`src/rtl/alu_seq.sv`:
```
// Multi-cycle ALU: single-cycle ADD/SUB/CMP, bit-serial MUL (shift-add) and
// restoring DIV, under a start/busy/done handshake.
module alu_seq #(
  parameter int DATA_WIDTH = 8,
  parameter bit SIGNED_CMP = 1'b1
) (
  input  logic                  clk,
  input  logic                  reset,
  input  logic                  start,
  input  logic [2:0]            op,
  input  logic [DATA_WIDTH-1:0] rs,
  input  logic [DATA_WIDTH-1:0] rt,
  output logic                  busy,
  output logic                  done,
  output logic [DATA_WIDTH-1:0] alu_out,
  output logic                  div_by_zero,
  output logic                  illegal_op
);

  localparam int W  = DATA_WIDTH;
  localparam int CW = $clog2(DATA_WIDTH + 1);

  localparam logic [2:0] OP_ADD = 3'b000;
  localparam logic [2:0] OP_SUB = 3'b001;
  localparam logic [2:0] OP_MUL = 3'b010;
  localparam logic [2:0] OP_DIV = 3'b011;
  localparam logic [2:0] OP_CMP = 3'b100;

  typedef enum logic [1:0] {
    ST_IDLE = 2'b00,
    ST_ITER = 2'b01,
    ST_DONE = 2'b10
  } state_t;

  state_t        state_r, state_next_s;
  logic [2:0]    op_r, op_next_s;
  logic [W-1:0]  acc_r, acc_next_s;
  logic [W-1:0]  x_r, x_next_s;
  logic [W-1:0]  y_r, y_next_s;
  logic [CW-1:0] cnt_r, cnt_next_s;
  logic [W-1:0]  out_r, out_next_s;
  logic          busy_r, busy_next_s;
  logic          done_r, done_next_s;
  logic          dbz_r, dbz_next_s;
  logic          ill_r, ill_next_s;

  // MUL: acc accumulates, x is the shifting multiplicand, y the shifting multiplier.
  // DIV: acc is the partial remainder, x shifts dividend out / quotient in, y is the divisor.
  logic [W-1:0] mul_acc_s;
  logic [W:0]   div_shift_s;
  logic [W:0]   div_diff_s;
  logic         div_ge_s;
  logic [W-1:0] div_rem_s;
  logic [W-1:0] div_quo_s;

  assign mul_acc_s   = y_r[0] ? (acc_r + x_r) : acc_r;
  assign div_shift_s = {acc_r, x_r[W-1]};
  assign div_ge_s    = (div_shift_s >= {1'b0, y_r});
  assign div_diff_s  = div_shift_s - {1'b0, y_r};
  assign div_rem_s   = div_ge_s ? div_diff_s[W-1:0] : div_shift_s[W-1:0];
  assign div_quo_s   = {x_r[W-2:0], div_ge_s};

  // True magnitude comparison, not the sign of the wrapped difference
  logic           cmp_lt_s, cmp_gt_s, cmp_eq_s;
  logic [W+2:0]   cmp_wide_s;

  assign cmp_lt_s   = SIGNED_CMP ? ($signed(rs) < $signed(rt)) : (rs < rt);
  assign cmp_gt_s   = SIGNED_CMP ? ($signed(rs) > $signed(rt)) : (rs > rt);
  assign cmp_eq_s   = (rs == rt);
  assign cmp_wide_s = {{W{1'b0}}, cmp_gt_s, cmp_eq_s, cmp_lt_s};

  // Next-state and next-output logic
  always_comb begin
    state_next_s = state_r;
    op_next_s    = op_r;
    acc_next_s   = acc_r;
    x_next_s     = x_r;
    y_next_s     = y_r;
    cnt_next_s   = cnt_r;
    out_next_s   = out_r;
    busy_next_s  = 1'b0;
    done_next_s  = 1'b0;
    dbz_next_s   = dbz_r;
    ill_next_s   = ill_r;

    case (state_r)
      ST_IDLE, ST_DONE: begin
        if (start) begin
          op_next_s = op;
          case (op)
            OP_ADD: begin
              out_next_s   = rs + rt;
              done_next_s  = 1'b1;
              dbz_next_s   = 1'b0;
              ill_next_s   = 1'b0;
              state_next_s = ST_DONE;
            end
            OP_SUB: begin
              out_next_s   = rs - rt;
              done_next_s  = 1'b1;
              dbz_next_s   = 1'b0;
              ill_next_s   = 1'b0;
              state_next_s = ST_DONE;
            end
            OP_CMP: begin
              out_next_s   = cmp_wide_s[W-1:0];
              done_next_s  = 1'b1;
              dbz_next_s   = 1'b0;
              ill_next_s   = 1'b0;
              state_next_s = ST_DONE;
            end
            OP_MUL, OP_DIV: begin
              acc_next_s   = {W{1'b0}};
              x_next_s     = rs;
              y_next_s     = rt;
              cnt_next_s   = CW'(W);
              busy_next_s  = 1'b1;
              state_next_s = ST_ITER;
            end
            default: begin
              out_next_s   = {W{1'b0}};
              done_next_s  = 1'b1;
              dbz_next_s   = 1'b0;
              ill_next_s   = 1'b1;
              state_next_s = ST_DONE;
            end
          endcase
        end else begin
          state_next_s = ST_IDLE;
        end
      end

      ST_ITER: begin
        cnt_next_s = cnt_r - CW'(1);
        if (op_r == OP_MUL) begin
          acc_next_s = mul_acc_s;
          x_next_s   = {x_r[W-2:0], 1'b0};
          y_next_s   = {1'b0, y_r[W-1:1]};
        end else begin
          acc_next_s = div_rem_s;
          x_next_s   = div_quo_s;
        end
        if (cnt_r == CW'(1)) begin
          if (op_r == OP_MUL) begin
            out_next_s = mul_acc_s;
            dbz_next_s = 1'b0;
          end else if (y_r == {W{1'b0}}) begin
            out_next_s = {W{1'b1}};
            dbz_next_s = 1'b1;
          end else begin
            out_next_s = div_quo_s;
            dbz_next_s = 1'b0;
          end
          ill_next_s   = 1'b0;
          done_next_s  = 1'b1;
          state_next_s = ST_DONE;
        end else begin
          busy_next_s = 1'b1;
        end
      end

      default: begin
        state_next_s = ST_IDLE;
      end
    endcase
  end

  // State and datapath registers; reset abandons any op in flight
  always_ff @(posedge clk or negedge reset) begin
    if (!reset) begin
      state_r <= ST_IDLE;
      op_r    <= 3'b000;
      acc_r   <= {W{1'b0}};
      x_r     <= {W{1'b0}};
      y_r     <= {W{1'b0}};
      cnt_r   <= {CW{1'b0}};
      out_r   <= {W{1'b0}};
      busy_r  <= 1'b0;
      done_r  <= 1'b0;
      dbz_r   <= 1'b0;
      ill_r   <= 1'b0;
    end else begin
      state_r <= state_next_s;
      op_r    <= op_next_s;
      acc_r   <= acc_next_s;
      x_r     <= x_next_s;
      y_r     <= y_next_s;
      cnt_r   <= cnt_next_s;
      out_r   <= out_next_s;
      busy_r  <= busy_next_s;
      done_r  <= done_next_s;
      dbz_r   <= dbz_next_s;
      ill_r   <= ill_next_s;
    end
  end

  assign busy        = busy_r;
  assign done        = done_r;
  assign alu_out     = out_r;
  assign div_by_zero = dbz_r;
  assign illegal_op  = ill_r;

endmodule

```
`config.mk`:
```
export PLATFORM = sky130hd
export DESIGN_NAME = alu_seq
export DESIGN_NICKNAME = d
export VERILOG_FILES = /design/src/rtl/alu_seq.sv
export SDC_FILE = /design/constraint.sdc
export NUM_CORES = 1
export LEC_CHECK = 0
export CAP_MARGIN = 20
export CORE_MARGIN = 1
export CORE_UTILIZATION = 42
export DETAILED_ROUTE_END_ITERATION = 12
export GPL_TIMING_DRIVEN = 0
export PLACE_DENSITY = 0.64
export SYNTH_ARGS = -nofsm -noshare
export SYNTH_HDL_FRONTEND = slang
export SYNTH_SLANG_ARGS = --single-unit
export TNS_END_PERCENT = 10
```
`constraint.sdc`:
```
create_clock -name clk -period 2.25 [get_ports clk]
set_input_delay 0.225 -clock clk [delete_from_list [all_inputs] [get_ports clk]]
set_output_delay 0.225 -clock clk [all_outputs]
set_load 0.02 [all_outputs]
```
# Word-level counts from Yosys, hierarchy flattened
# Cells that the tools add are included.
[word_totals]
register_bits = 45
input_bits = 22
[op_classes]
n_addsub = 5
n_lt_le_gt_ge = 3
eq_ne = 14
n_mux = 45
reduce_logical = 11
[op_table]
columns = ["op", "count"]
rows = [
  ["2-to-1 mux 8 bit", 14],
  ["case mux 8 bit (2 select lines)", 4],
  ["case mux 8 bit (4 select lines)", 1],
  ["adder 8 bit", 2],
  ["subtractor 8 bit", 2],
  ["2-to-1 mux 1 bit", 14],
  ["case mux 1 bit (2 select lines)", 5],
  ["equality test 3 x 2 -> 1 bit (second input constant)", 3],
  [">= comparator 9 x 8 -> 1 bit", 1],
  ["equality test 8 bit", 1],
  ["> comparator 8 bit", 1],
  ["zero test 8 bit", 1],
  ["< comparator 8 bit", 1],
  ["2-to-1 mux 4 bit", 2],
  ["!= test 2 bit (second input constant)", 4],
  ["case mux 4 bit (2 select lines)", 1],
  ["AND reduction 4 bit", 2],
  ["2-to-1 mux 2 bit", 3],
  ["equality test 4 x 1 -> 1 bit (second input constant)", 1],
  ["case mux 2 bit (2 select lines)", 1],
  ["OR reduction 2 bit", 2],
  ["subtractor 4 x 1 -> 4 bit (second input constant)", 1],
  ["equality test 3 x 1 -> 1 bit (second input constant)", 1],
  ["equality test 3 bit (second input constant)", 1],
  ["other kinds (9)", 9],
]

# Longest topological paths before layout
[logic_depth]
depth_word = 5
ltp_mapped = 10

# Worst setup path before layout
# OpenSTA, ideal clock, no wires.
[synth_path]
kind = "reg-to-reg"
startpoint = "register acc_r[2]"
endpoint = "register acc_r[0]"
arrival_ns = 2.164
required_ns = 2.167
slack_ns = 0.003
path_stages_with_launch = 9
cell_sequence = "dfrtp_1 -> ha_1 -> a21o_1 -> a21oi_1 -> a41oi_1 -> nor3_1 -> buf_2 -> mux2_2 -> o21ai_0"
[synth_between]
elab_chain_len = 4
[synth_rtl]
columns = ["item", "line", "text"]
rows = [
  ["start, declared", "37", "logic [W-1:0] acc_r, acc_next_s;"],
  ["start signal, assigned", "173", "acc_r <= {W{1'b0}};"],
  ["start signal, assigned", "185", "acc_r <= acc_next_s;"],
  [">= comparator 9 x 8 -> 1 bit", "58", "assign div_ge_s = (div_shift_s >= {1'b0, y_r});"],
  ["2-to-1 mux 8 bit", "60", "assign div_rem_s = div_ge_s ? div_diff_s[W-1:0] : div_shift_s[W-1:0];"],
  ["2-to-1 mux 8 bit", "135", "if (op_r == OP_MUL) begin"],
  ["case mux 8 bit (2 select lines)", "86", "case (state_r)"],
]
# Every way passes these cells.
# A chain may end at the register's enable or synchronous reset.

# Final worst setup path
[layout_path]
startpoint = "register acc_r[2]"
endpoint = "register acc_r[4]"
[layout_between]
elab_chain_len = 4
word_cells_on_any_way = 7
classes_between = "2 x add/sub; 1 x order compare; 4 x mux"
[layout_rtl]
columns = ["item", "line", "text"]
rows = [
  ["subtractor 8 bit, or another cell as far along", "59", "assign div_diff_s = div_shift_s - {1'b0, y_r};"],
  ["2-to-1 mux 8 bit (on tied branches)", "60, 56", ""],
  ["2-to-1 mux 8 bit *", "135", ""],
  ["case mux 8 bit (2 select lines) *", "86", ""],
]
# Mark *: on every way between the ends. The rest lies on a longest branch, timed or not.

==> metrics.md <==
| Metric | Value |
|---|---|
| Register area | 1130 um2 |
| RSZ-0062 raised after global routing | yes |
| WL per Instance | 18.4 um |
| Cell area after synthesis | 3600 um2 |
| First-pass GRT wire length | 17.1 mm |
| Vias in the first global route | 3422 |
| Router iterations before antenna repair | 5 |
| Final Cycle Share | 102% |
| Area Growth Syn to Fin | 26.0% |
| Area of the core | 8260 um2 |
| Worst relative slew slack | 34.9% |
| Post-synthesis sequential area ratio | 31.3% |
| Synth warnings | 0 |
| Least-Margin Pin Slew | 0.974 ns |
| Final hold violation count | 0 |
| Via count | 3540 |
| Layout cells sized above 1 | 16.8% |
| Synth Flop Type | dfrtp_1 |
| # port buffers | 32 |
| Commonest non-fill, non-tap cell in the layout | nor2_1 |
| Clk root buf | clkbuf_8 |
| Dpl hpwl | 8.19 mm |
| CTS clk-pin slew, worst paths | 0.09 ns |
| Final hold slack | 0.325 ns |
| Final worst-path setup slack | -0.0345 ns |
| Chip Height | 94.5 um |
| Syn Nets | 486 |
| Antenna Nets Post-Route | 0 |
| Grt total ovfl | 0 |
| Yosys top cell area share | 31.3% |
| Max-Cap Viols | 0 |
| Crit-path max FO | 5 |
| R2r setup slk | -0.03 ns |
| Row count | 33 |
| Failing checks | setup timing |
| Asr flop ratio synth | 100% |
| HP Start | op[1] |
| Fmax | 438 MHz |
| CTS buffer count | 5 |
| Avg Cell Area, Syn | 8.40 um2 |
| Clk_skew | 0.00868 ns |
| Antenna Cells | 0 |
| Full die area | 8940 um2 |
| Sw frac | 45.8% |
| Origin of the critical flop-to-flop path | acc_r[2] |
| GR Util All Layers | 25.2% |
| Critical path buffers and inverters | 0 |
| CP endpoint | acc_r[4] |
| CP top delay family | compound AO/OA/AOI/OAI gates |
| Lkg Pwr | 1.89 nW |
| Clk sink count | 45 |
| Post-Route WL | 10.9 mm |
| Multi-input combinational cell area | 2510 um2 |
| Final Instance Count excl. Fillers | 593 |
| Critical path class | reg2reg |
| NumNets Final | 545 |
| P_int | 3.10 mW |
| CP Launch Type | register |
| Combinational group share of total power | 63.4% |
| WP depth | 7 |
| Synth top area cells | dfrtp_1 31%, ha_1 11%, a21oi_1 4.9% |
| PwrDens | 1260 nW/um2 |
| Worst Setup SP | acc_r[2] |
| Final Util | 54.9% |
| Hold/Removal Path Class | in2reg |
| Sw Pwr | 2.61 mW |
| Largest area contributor in the netlist | dfrtp_1 |
| Critical-path cell list | ha_4, a21o_1, a21oi_4, a41oi_2, nor3_2, mux2_2, a221o_1 |
| Reg2Reg Capture Point | acc_r[4] |
| Initial DRC count | 211 |
| Clock power share | 9.6% |
| Setup violators final | 1 |
| Initial Utilization | 43.6% |
| Required time worst endpoint | 2.45 ns |
| Post-synthesis cell type count | 56 |
| Post-synth EDFFs | 0 |
| Flop pwr share | 27.1% |
| Yosys reg bits | 45 |
| Status | finished with violations |
| Worst R2R Path Depth | 7 |
| Worst-Skew Late Latency | 0.30 ns |
| Max incr delay on CP | 0.47 ns |
| Residual DRC | 0 |
| Post-Synthesis Cells | 428 |
| Largest net degree at the start of global routing | 31 |
| Routability cong. | 0.922 |
| VDD IR max | 593 uV |
| Min cycle time layout | 2.28 ns |
| Worst EP arrival | 2.48 ns |
| Ports | 34 |
| CP endpoint kind | register |
| Vias per std cell | 5.97 |
| Largest buffer count on any clock path | 2 |
| Number of H-tree levels | 2 |
| Fill cells | 765 |
| Slew Viols, Final | 0 |
| CP max-delay cell | dfrtp_2 |
| CTS tree | done |
| Antenna violations before repair | 0 |
| Chip Width | 94.5 um |
| Most frequent cells in the layout | 40 x nor2_1, 39 x dfrtp_1, 37 x nand2_1 |
| # placed instances | 566 |
tightest hold or removal path, delay by kind of cell:
family / cells / cell delay [ns]
and+or+nand+nor: 2 / 0.17
buffers and inverters: 1 / 0.20
metal layers:
layer / share of wire, % / up-vias / global-route usage [%]
li1: - / 1683 / -
met5: 0 / - / 0
met4: 3.8 / 0 / 9.09
met2: 46 / 148 / 40.7
met1: 45 / 1673 / 34.6
met3: 5.2 / 36 / 3.14
final cells by class:
class / instances / area share, %
Clock buffer: 6 / 1.82
Inverter: 26 / 2.15
Multi-Input combinational cell: 338 / 55.3
Buffer: 17 / 1.77
Clock inverter: 2 / 0.304
Timing Repair Buffer: 54 / 10.8
Sequential cell: 45 / 25.0
Tap cell: 105 / 2.90
power groups by stage:
stage	Sequential (mW)	Combinational, mW	Clock [mW]
2_1_floorplan	1.54	2.03	0
3_3_place_gp	1.53	2.88	0
3_5_place_dp	1.54	2.93	0
4_1_cts	1.54	3.21	0.551
5_1_grt	1.58	3.94	0.587
6_report	1.55	3.62	0.546
stage by stage:
| stage | TNS (ns) | setup slack [ns] | power [mW] | area, um2 |
|---|---|---|---|---|
| 2_1_floorplan | 0 | 0.00333 | 3.57 | 3600 |
| 3_3_place_gp | -22.88 | -0.837 | 4.41 | 4050 |
| 3_5_place_dp | -5.47 | -0.766 | 4.48 | 4060 |
| 4_1_cts | -0.0585 | -0.0244 | 5.30 | 4340 |
| 5_1_grt | -0.533 | -0.0782 | 6.11 | 4530 |
| 6_report | -0.0345 | -0.0345 | 5.71 | 4530 |
worst min path at each step:
stage / to / slack, ns / depth (start not counted)
after floorplan: acc_r[0] / -0.07 / 0
after global placement: op_r[1] / 0.47 / 2
after detailed placement: cnt_r[2] / 0.18 / 1
after CTS: op_r[1] / 0.31 / 3
after global routing: op_r[1] / 0.36 / 3
final: op_r[1] / 0.32 / 3
state kept, by name, indices dropped and copies added, names as in the netlist:
signal,count
illegal_op,1
done,1
y_r,8
x_r,8
op_r,3
acc_r,8
state_r,2
busy,1
alu_out,8
div_by_zero,1
cnt_r,4
timing repair:
item | CTS | global route
buffers inserted | 8 | 12
hold buffers | 1 | 0
hold endpoints to repair | 15 | 0
pin swaps | 6 | 6
setup endpoints to repair | 16 | 19
resized for setup | 38 | 24
kinds of logic (layout without fill, tap and decap cells):
logic type | Yosys count | count (layout) | synth area share, %
AO/OA/AOI/OAI | 138 | 138 | 24.9
XOR/XNOR | 16 | 16 | 3.90
adder cells (fa/ha/maj) | 36 | 36 | 13.4
buffers and inverters | 45 | 105 | 4.94
flip-flops | 45 | 45 | 31.3
multiplexers | 12 | 12 | 3.44
AND/OR/NAND/NOR | 136 | 136 | 18.2
synth_stat cells, drive strengths merged (3+ instances only):
cell type	instances
clkbuf	16
mux2i	9
nor2	40
ha	32
mux2	3
nand2b	10
nor2b	8
a21o	7
nor4	3
a31oi	14
nand4	3
nor3b	6
a22oi	3
o21ai	36
buf	3
nor3	5
o311ai	3
nand2	38
inv	26
or3	5
o22ai	3
o21a	3
xnor2	11
nand3	11
o21bai	3
a211oi	11
dfrtp	45
xor2	5
fa	4
a21oi	35
No activity file was read; power rests on OpenSTA's default activity.
==> RTL change: new RTL, same settings <==
Register the output `alu_out` once more; this adds one clock of latency there. The other outputs are not delayed to match.
--- a/src/rtl/alu_seq.sv
+++ b/src/rtl/alu_seq.sv
@@ -196,7 +196,9 @@
 
   assign busy        = busy_r;
   assign done        = done_r;
-  assign alu_out     = out_r;
+  always_ff @(posedge clk) begin
+    alu_out <= out_r;
+  end
   assign div_by_zero = dbz_r;
   assign illegal_op  = ill_r;
 
Check against the original RTL: not equivalent (a bounded check fails within 4 cycles, from zero or initial values and one cycle with reset low).
==> RTL change against the unedited design <==
The run still ends with negative setup slack left. Worst hold slack worse by 0.10 ns. Setup slack lost 0.076 ns. Final area up 1.6%. Critical path depth rose by 2. Sequential cell count up 8. Cell count rose by 0.17%. Fmax decreased by 3.2%. Die area rose by 6.3%. Total power rose by 3.2%. Wire length is 1.2% higher. Synthesized area is 6.4% higher.
==> RTL change: results (changes against the unedited design) <==
global placer's final weighted congestion=0.935 (was 0.922); global-route wire length before repair=18100 microns (was 17100 microns); async set-or-reset flop fraction in the synthesized netlist=0.849 (was 1.00); largest net degree at the start of global routing=25 (was 31); Wirelength per Cell=18.5 microns (was 18.4 microns); # nets final=543 (was 545); final worst hold slack=0.223 ns (was 0.325 ns); syn nets=497 (was 486); final setup violating endpoints=12 (was 1); Cell variety after synth=59 (was 56); Via density=5.97 (about the same); Slew @ Worst Pin=0.680 ns (was 0.974 ns); largest incremental delay on the critical path=0.45 ns (was 0.47 ns); CP top delay family=simple AND/OR/NAND/NOR gates (was compound AO/OA/AOI/OAI gates); Comb power=3.49 mW (was 3.62 mW); Final Util=0.526 (was 0.549); outcome=finished, violations left (unchanged); Port Buffers=31 (was 32); Clk pwr share=0.098 (was 0.096); Post-Place Setup Slack=-0.770 ns (was -0.766 ns); synth cell count leaders=dfrtp_1, nand2_1, inv_1 (was dfrtp_1, nor2_1, nand2_1); cell count after synthesis=439 (was 428); Power Dens Cells=1280 nW/um^2 (was 1260 nW/um^2); setup slack after layout=-0.111 ns (was -0.0345 ns); slowest cell on the critical path=or4_4 (was dfrtp_2); worst vdd ir=0.494 mV (was 0.593 mV); Clock transition at path regs=0.11 ns (was 0.09 ns); DP HPWL=8460 microns (was 8190 microns); violated checks=negative setup slack (unchanged); number of global-route vias before repair=3461 (was 3422); register area share after synthesis=0.336 (was 0.313); Gates resized, CTS repair=33 (was 38); placed instance area=4300 sq um (was 4060 sq um); top post-synthesis cells by area=dfrtp_1, ha_1, mux2i_1, a21oi_1, dfxtp_1 (was dfrtp_1, ha_1, a21oi_1, o21ai_0, nor2_1); initial DRC count=191 (was 211); fill count=858 (was 765)
==> RTL change: changes by cell type after synthesis, sizes merged, moves of 7 or more <==
cell	unedited run	this run
mux2i	9	18
dfxtp	0	8
inv	26	34
a31oi	14	2
nor2	40	33
==> RTL change: cells by family after synthesis <==
group,after synthesis,synth area share
and+or+nand+nor,127,0.162
buffers and inverters,53,0.0533
AOI/OAI and AO/OA,137,0.239
xor gates and xnor gates,11,0.0252
muxes,22,0.0588
adders and majority gates,36,0.126
DFF,53,0.336
==> RTL change: metal layers <==
| layer | part of all wire | routed length, microns | up-vias | global-route usage |
|---|---|---|---|---|
| met3 | 0.049 | 536 | 18 | 0.0252 |
| met2 | 0.46 | 5070 | 130 | 0.380 |
| met1 | 0.47 | 5140 | 1715 | 0.345 |
| met5 | 0 | 0 | - | 0 |
| met4 | 0.024 | 269 | 0 | 0.0724 |
| li1 | - | - | 1682 | - |
==> RTL change: layout make-up <==
type | count | share of cell area
Buffer | 19 | 0.0182
Clock buffer | 5 | 0.0149
Clock inverter | 3 | 0.00570
Inverter | 34 | 0.0277
Multi-Input combinational cell | 333 | 0.537
Sequential cell | 53 | 0.281
Tap cell | 108 | 0.0293
Timing Repair Buffer | 39 | 0.0869
==> RTL change: path summary, 6_finish.rpt <==
path                            depth (start not counted)                 start              endpoint
worst min register to register                          0  out_r[4]$_DFFE_PN0P_    alu_out[4]$_DFF_P_
worst max register to register                          9    y_r[1]$_DFFE_PN0P_  acc_r[0]$_DFFE_PN0P_
min in group asynchronous                               2                 reset  acc_r[6]$_DFFE_PN0P_
worst max-delay path                                    9    y_r[1]$_DFFE_PN0P_  acc_r[0]$_DFFE_PN0P_
max in group asynchronous                               3                 reset  out_r[5]$_DFFE_PN0P_
worst min-delay path                                    3                 op[2]   op_r[2]$_DFFE_PN0P_
